### src/rtl/control_sequencer.sv
// rtl/control_sequencer.sv - five-state instruction sequencer driving bus, stack and ALU strobes
module control_sequencer (
    input  logic        i_clk,
    input  logic        i_rst,
    input  logic        i_run,
    input  logic [0:18] i_instr,
    input  logic        i_carry,
    output logic [16:0] o_instrAddr,
    output logic [16:0] o_busData,
    output logic        o_busDrive,
    output logic        o_aluDrive,
    output logic        o_stkS,
    output logic        o_stkW,
    output logic [2:0]  o_spCtrl,
    output logic [5:0]  o_aluOP,
    output logic        o_carryWriteCtrl,
    output logic        o_halted
);

    typedef enum logic [2:0] {
        IDLE   = 3'd0,
        FETCH  = 3'd1,
        EXEC1  = 3'd2,
        EXEC2  = 3'd3,
        HALTED = 3'd4
    } state_t;

    localparam logic [2:0] OP_NOP   = 3'b000;
    localparam logic [2:0] OP_PUSHI = 3'b001;
    localparam logic [2:0] OP_POP   = 3'b010;
    localparam logic [2:0] OP_ALU   = 3'b011;
    localparam logic [2:0] OP_JMP   = 3'b100;
    localparam logic [2:0] OP_JC    = 3'b101;
    localparam logic [2:0] OP_HALT  = 3'b110;

    state_t      state;
    logic [0:18] ir;
    logic [16:0] pc;
    logic [2:0]  opcode;
    logic [16:0] imm;
    logic [16:0] pcInc;

    assign opcode      = ir[0:2];
    assign imm         = {1'b0, ir[3:18]};
    assign pcInc       = pc + 17'd1;
    assign o_instrAddr = pc;

    always_ff @(posedge i_clk or posedge i_rst) begin
        if (i_rst) begin
            state <= IDLE;
            pc    <= '0;
            ir    <= '0;
        end else begin
            case (state)
                IDLE: begin
                    if (i_run) state <= FETCH;
                end
                FETCH: begin
                    ir    <= i_instr;
                    state <= EXEC1;
                end
                EXEC1: begin
                    case (opcode)
                        OP_PUSHI: state <= EXEC2;
                        OP_JMP: begin
                            pc    <= imm;
                            state <= FETCH;
                        end
                        OP_JC: begin
                            pc    <= i_carry ? imm : pcInc;
                            state <= FETCH;
                        end
                        OP_HALT: state <= HALTED;
                        default: begin
                            // NOP, POP, ALU and the spare opcode all just advance
                            pc    <= pcInc;
                            state <= FETCH;
                        end
                    endcase
                end
                EXEC2: begin
                    pc    <= pcInc;
                    state <= FETCH;
                end
                HALTED: state <= HALTED;
                default: state <= IDLE;
            endcase
        end
    end

    // Strobes come only from flopped state and IR, so reset clears them at once
    always_comb begin
        o_busData        = '0;
        o_busDrive       = 1'b0;
        o_aluDrive       = 1'b0;
        o_stkS           = 1'b0;
        o_stkW           = 1'b0;
        o_spCtrl         = 3'b000;
        o_aluOP          = '0;
        o_carryWriteCtrl = 1'b0;
        o_halted         = (state == HALTED);
        if (state == EXEC1) begin
            case (opcode)
                OP_PUSHI: begin
                    o_busDrive = 1'b1;
                    o_busData  = imm;
                    o_stkS     = 1'b1;
                    o_stkW     = 1'b1;
                    o_spCtrl   = 3'b100;
                end
                OP_POP: o_spCtrl = 3'b001;
                OP_ALU: begin
                    o_aluOP          = ir[3:8];
                    o_aluDrive       = 1'b1;
                    o_stkS           = 1'b1;
                    o_stkW           = 1'b1;
                    o_spCtrl         = 3'b100;
                    o_carryWriteCtrl = 1'b1;
                end
                default: ;
            endcase
        end else if (state == EXEC2 && opcode == OP_PUSHI) begin
            o_spCtrl = 3'b010;
        end
    end

endmodule

### config.mk
export PLATFORM = sky130hd
export DESIGN_NAME = control_sequencer
export DESIGN_NICKNAME = d
export VERILOG_FILES = /design/src/rtl/control_sequencer.sv
export SDC_FILE = /design/constraint.sdc
export NUM_CORES = 1
export LEC_CHECK = 0
export ABC_AREA = 1
export CELL_PAD_IN_SITES_DETAIL_PLACEMENT = 1
export CELL_PAD_IN_SITES_GLOBAL_PLACEMENT = 2
export CORE_ASPECT_RATIO = 1.25
export CORE_MARGIN = 2
export CORE_UTILIZATION = 27
export CTS_CLUSTER_DIAMETER = 200
export DETAILED_ROUTE_END_ITERATION = 12
export HOLD_SLACK_MARGIN = 0.12
export PLACE_DENSITY = 0.95
export SYNTH_ARGS = -nofsm -noshare
export SYNTH_HDL_FRONTEND = slang
export SYNTH_SLANG_ARGS = --single-unit
### constraint.sdc
create_clock -name i_clk -period 4.3 [get_ports i_clk]
set_input_delay 1.075 -clock i_clk [delete_from_list [all_inputs] [get_ports i_clk]]
set_output_delay 1.075 -clock i_clk [all_outputs]
set_load 0.05 [all_outputs]
**Word level (Yosys, flattened, before mapping)**

Cells that the tools add are included.

- Output and inout bits: 49
- Flip-flop bits (word level): 39
- Word-level logic and storage cells: 41

- Muxes and demuxes: 19
- $add $sub $neg: 1
- Eq/ne operators: 12
- Reductions and logical operators: 6

Operators with widths:

| operator | count |
|---|---|
| $pmux 17 s3 | 1 |
| $pmux 17 s2 | 1 |
| $mux 16 | 2 |
| $add 17x1->17 const B | 1 |
| $mux 17 | 1 |
| $pmux 3 s5 | 1 |
| $eq 3x2->1 const B | 4 |
| $eq 3x3->1 const B | 4 |
| $mux 6 | 2 |
| $pmux 3 s2 | 2 |
| $eq 3x1->1 const B | 2 |
| $mux 1 | 6 |
| $mux 3 | 2 |
| $ne 2x2->1 const B | 2 |
| $reduce_or 2->1 | 2 |
| $logic_not 3->1 | 1 |
| $mux 2 | 1 |
| $reduce_and 2->1 | 1 |
| $reduce_bool 2->1 | 1 |
| $logic_and 1x1->1 | 1 |

**Logic depth before layout (Yosys ltp)**

- Word-level depth: 4
- Mapped depth: 10
- Gate-level depth less buffers: 10

**Least setup slack after synthesis**

No wires, ideal clock.

- Kind: reg2out
- Start: reg state[2]
- End: out o_busData[10]
- Arrival time: 2.434 ns
- Path buffers: 1
- Stages on the path, launching flop included: 9
- Data required time: 3.225 ns
- Path slack: 0.791 ns
- Path through: dfrtp_1 > inv_2 > nand2_1 > nor2_4 > inv_1 > nor2_1 > inv_2 > buf_2 > nor2_1

- Word-level cells in the longest chain between the ends: 2

Ends and longest elaborated chain:

| item | line | RTL |
|---|---|---|
| from (decl) | 36 | `state_t state;` |
| from (signal assigned) | 50 | `state <= IDLE;` |
| from (signal assigned) | 56 | `if (i_run) state <= FETCH;` |
| from (signal assigned) | 60 | `state <= EXEC1;` |
| $eq 3x2->1 | 102 | `if (state == EXEC1) begin` |
| $mux 16 | 102 |  |
| to (decl) | 9 | `output logic [16:0] o_busData,` |

No other way between the ends.

**Worst setup path after layout**

- Start: reg state[2]
- End: out o_busData[6]

Same word-level chain as after synthesis.

==> impl_metrics.yaml <==
setup_path:
  critical_path_buf_inv_count: 4
  end_kind: "output pin"
  slowest_stage: "clkdlybuf4s50_1"
  crit_type: "flip-flop to output pin"
  path_cells: "inv_2 > nand2_1 > nor2_4 > inv_1 > nor2_1 > inv_2 > nor2_1 > clkdlybuf4s50_1"
  required_ps: 3220
  critPathMaxFanout: 17
  worst_ep_arrival_time_ps: 2380
  crit_family: "buffers and inverters"
  critPathLaunchType: "flip-flop"
  max_stage_delay_ps: 820
cts:
  cts_tree: "yes"
  clkSinkCount: 39
  clkLatencyLatePin_ps: 290
  clockBufferDepth: 2
  clockRootBuffer: "clkbuf_8"
  cts_resized: 0
  hold_buffers: 0
  clk_pin_slew_ps: 80
  htree_levels: 2
  cts_buffers: 5
  post_cts_buffers: 0
timing:
  slew_headroom_pct: 48.3
  max_freq_mhz: 290
  tightest_slew_ps: 773
  slew_violations: 0
  post-route-period-util_pct: 80.3
  finalSetupViolCount: 0
  period_minus_slack_ps: 3450
  hold_violations: 0
  grt_setup_unrepaired: "no"
  setup_tns_ps: 0
  skew_ps: 9.22
die:
  core-area_sq_um: 7790
  initial_core_util_pct: 27.9
  die_w_um: 84.3
  dieArea_sq_um: 8800
  fp-row-count: 36
  chipHeight_um: 104
  ios: 72
drt:
  dr.pass1.iters: 4
  remaining_drc_errors: 0
  vias: 2062
  ant_nets: 0
  routedWlPerCell_um: 14.1
  wl_um: 6320
  drt-vias-per-instance: 4.60
  drt-initial-drc-count: 83
yosys:
  yosysWarnings: 0
  syn-cell-area_sq_um: 2180
  synthAdderAreaFrac_pct: 0.575
  yosysSeqAreaShare_pct: 44.8
  yosys.area_share.simple_pct: 28.6
  synth_seq_cells: 39
  synth_compound_area_share_pct: 10.6
  synth_mux_area_share_pct: 0
  syn_avg_cell_area_sq_um: 7.64
  synthXorXnorAreaFrac_pct: 4.43
  syn-instance-count: 285
  synth_cell_types: 32
  postSynthNetCount: 309
  synth_top_family_by_area: "simple AND/OR/NAND/NOR gates"
run_status:
  run_status: "completed"
final_layout:
  syn2layout_area_growth_pct: 38.6
  final_cell_mix: "70 x clkdlybuf4s50_1, 57 x nand2_1, 53 x nor2_1"
  drive_above_1_share_pct: 7.08
  instances_no_fill: 448
  final_common_cell: "clkdlybuf4s50_1"
  nNetsFinal: 376
  diodes: 0
power_and_ir_drop:
  p_leak_nw: 1.40
  seqPwrFrac_pct: 31.4
  swShare_pct: 52.2
  intPower_mw: 1.06
  ir_drop_uv: 292
  switching_power_mw: 1.15
  power_density_nw_per_um2: 734
  p_comb_share_pct: 57.7
  clkPwrFrac_pct: 11.0
place:
  dp_cells: 440
  io_buffers: 70
  gp_congestion: 0.813
  hpwl_um: 4900
global_route:
  antenna_found_initial: 0
  overflow: 0
  grt_pass1_vias: 2167
  grt_max_degree: 40
  grt_pass1_wl_um: 10500
  grt_use_total_pct: 14.7
worst_hold_path:
  hold_path_class: "flip-flop to flip-flop"
run:
  drv_cap: 0
-- layout make-up --
cell class / count / area (sq um)
fill: 970 / 4770
sequential: 39 / 976
multi-input combinational: 193 / 966
timing repair buffer: 72 / 716
inverter: 41 / 156
tap: 95 / 119
clock buffer: 6 / 72.6
clock inverter: 2 / 12.5
-- per-layer routing --
layer / share of wire [%] / track usage [%] / vias up
met5: 0 / 0 / -
met4: 1.5 / 4.95 / 0
met3: 3.2 / 2.22 / 6
met2: 53 / 26.8 / 41
met1: 43 / 17.3 / 997
li1: - / - / 1018
-- synthesized netlist by cell type (all sizes together) --
master	n	area share, %
nand4	1	0.29
clkbuf	2	0.34
a21oi	23	5.3
nand3	16	4.1
nand3b	2	0.69
nor3	5	1.1
inv	41	7.2
ha	1	0.57
buf	10	3.3
nand2	59	10
nor4	1	0.29
nor2	57	11
o22ai	2	0.57
conb	1	0.17
and2	1	0.29
dfrtp	39	45
o21ai	4	0.92
xnor2	3	1.2
o211ai	9	3.8
xor2	8	3.2
-- per-stage QoR --
step                      worst slack [ps]  hold WS [ps]  cell area [sq um]  utilization [%]  power (mW)
after global routing                   655           568               3020             38.7        2.39
after CTS                              812           522               3020             38.7        2.25
final                                  848           516               3020             38.7        2.21
after detailed placement              1160           503               2930             37.6        2.00
after floorplan                        791           465               2180                -        1.61
after global placement                1250           483               2930             37.6        1.95
-- power groups by stage --
| stage | Clock (mW) | Sequential, mW | Combinational (mW) |
|---|---|---|---|
| CTS | 0.252 | 0.698 | 1.30 |
| global route | 0.270 | 0.723 | 1.40 |
| finish | 0.243 | 0.694 | 1.28 |
| detailed placement | 0 | 0.705 | 1.29 |
| floorplan | 0 | 0.892 | 0.717 |
| global placement | 0 | 0.694 | 1.26 |
-- path summary, 6_finish.rpt --
check                           cells past startpoint           start         endpoint  slack [ps]
worst max-delay path                                8        state[2]     o_busData[6]         850
worst min-delay path                                2           ir[5]  o_instrAddr[13]         520
worst max register to register                      8  o_instrAddr[0]  o_instrAddr[16]        2510
worst min register to register                      2           ir[5]  o_instrAddr[13]         520
max in group asynchronous                           3           i_rst            ir[6]        2720
min in group asynchronous                           3           i_rst           ir[18]        1220
-- state kept, by name (all words and copies together) (netlist names) --
signal	flops
ir	19
o_instrAddr	17
state	3
-- cell families after synthesis --
| logic type | Yosys count |
|---|---|
| flops | 39 |
| xor+xnor | 11 |
| simple gates | 142 |
| compound gates | 38 |
| other cells | 1 |
| buf+inv | 53 |
| fa+ha+maj | 1 |
-- worst register-to-register path, stage by stage (launching register included) --
cell and delay (ps):
dfrtp_1 460, ha_1 220, nand3_1 150, nor2_1 250, nand4_1 170, nor2_1 200
nand3_1 110, nand2_1 70, nor2_1 40
Note: power is estimated with default switching activity, not from simulation.
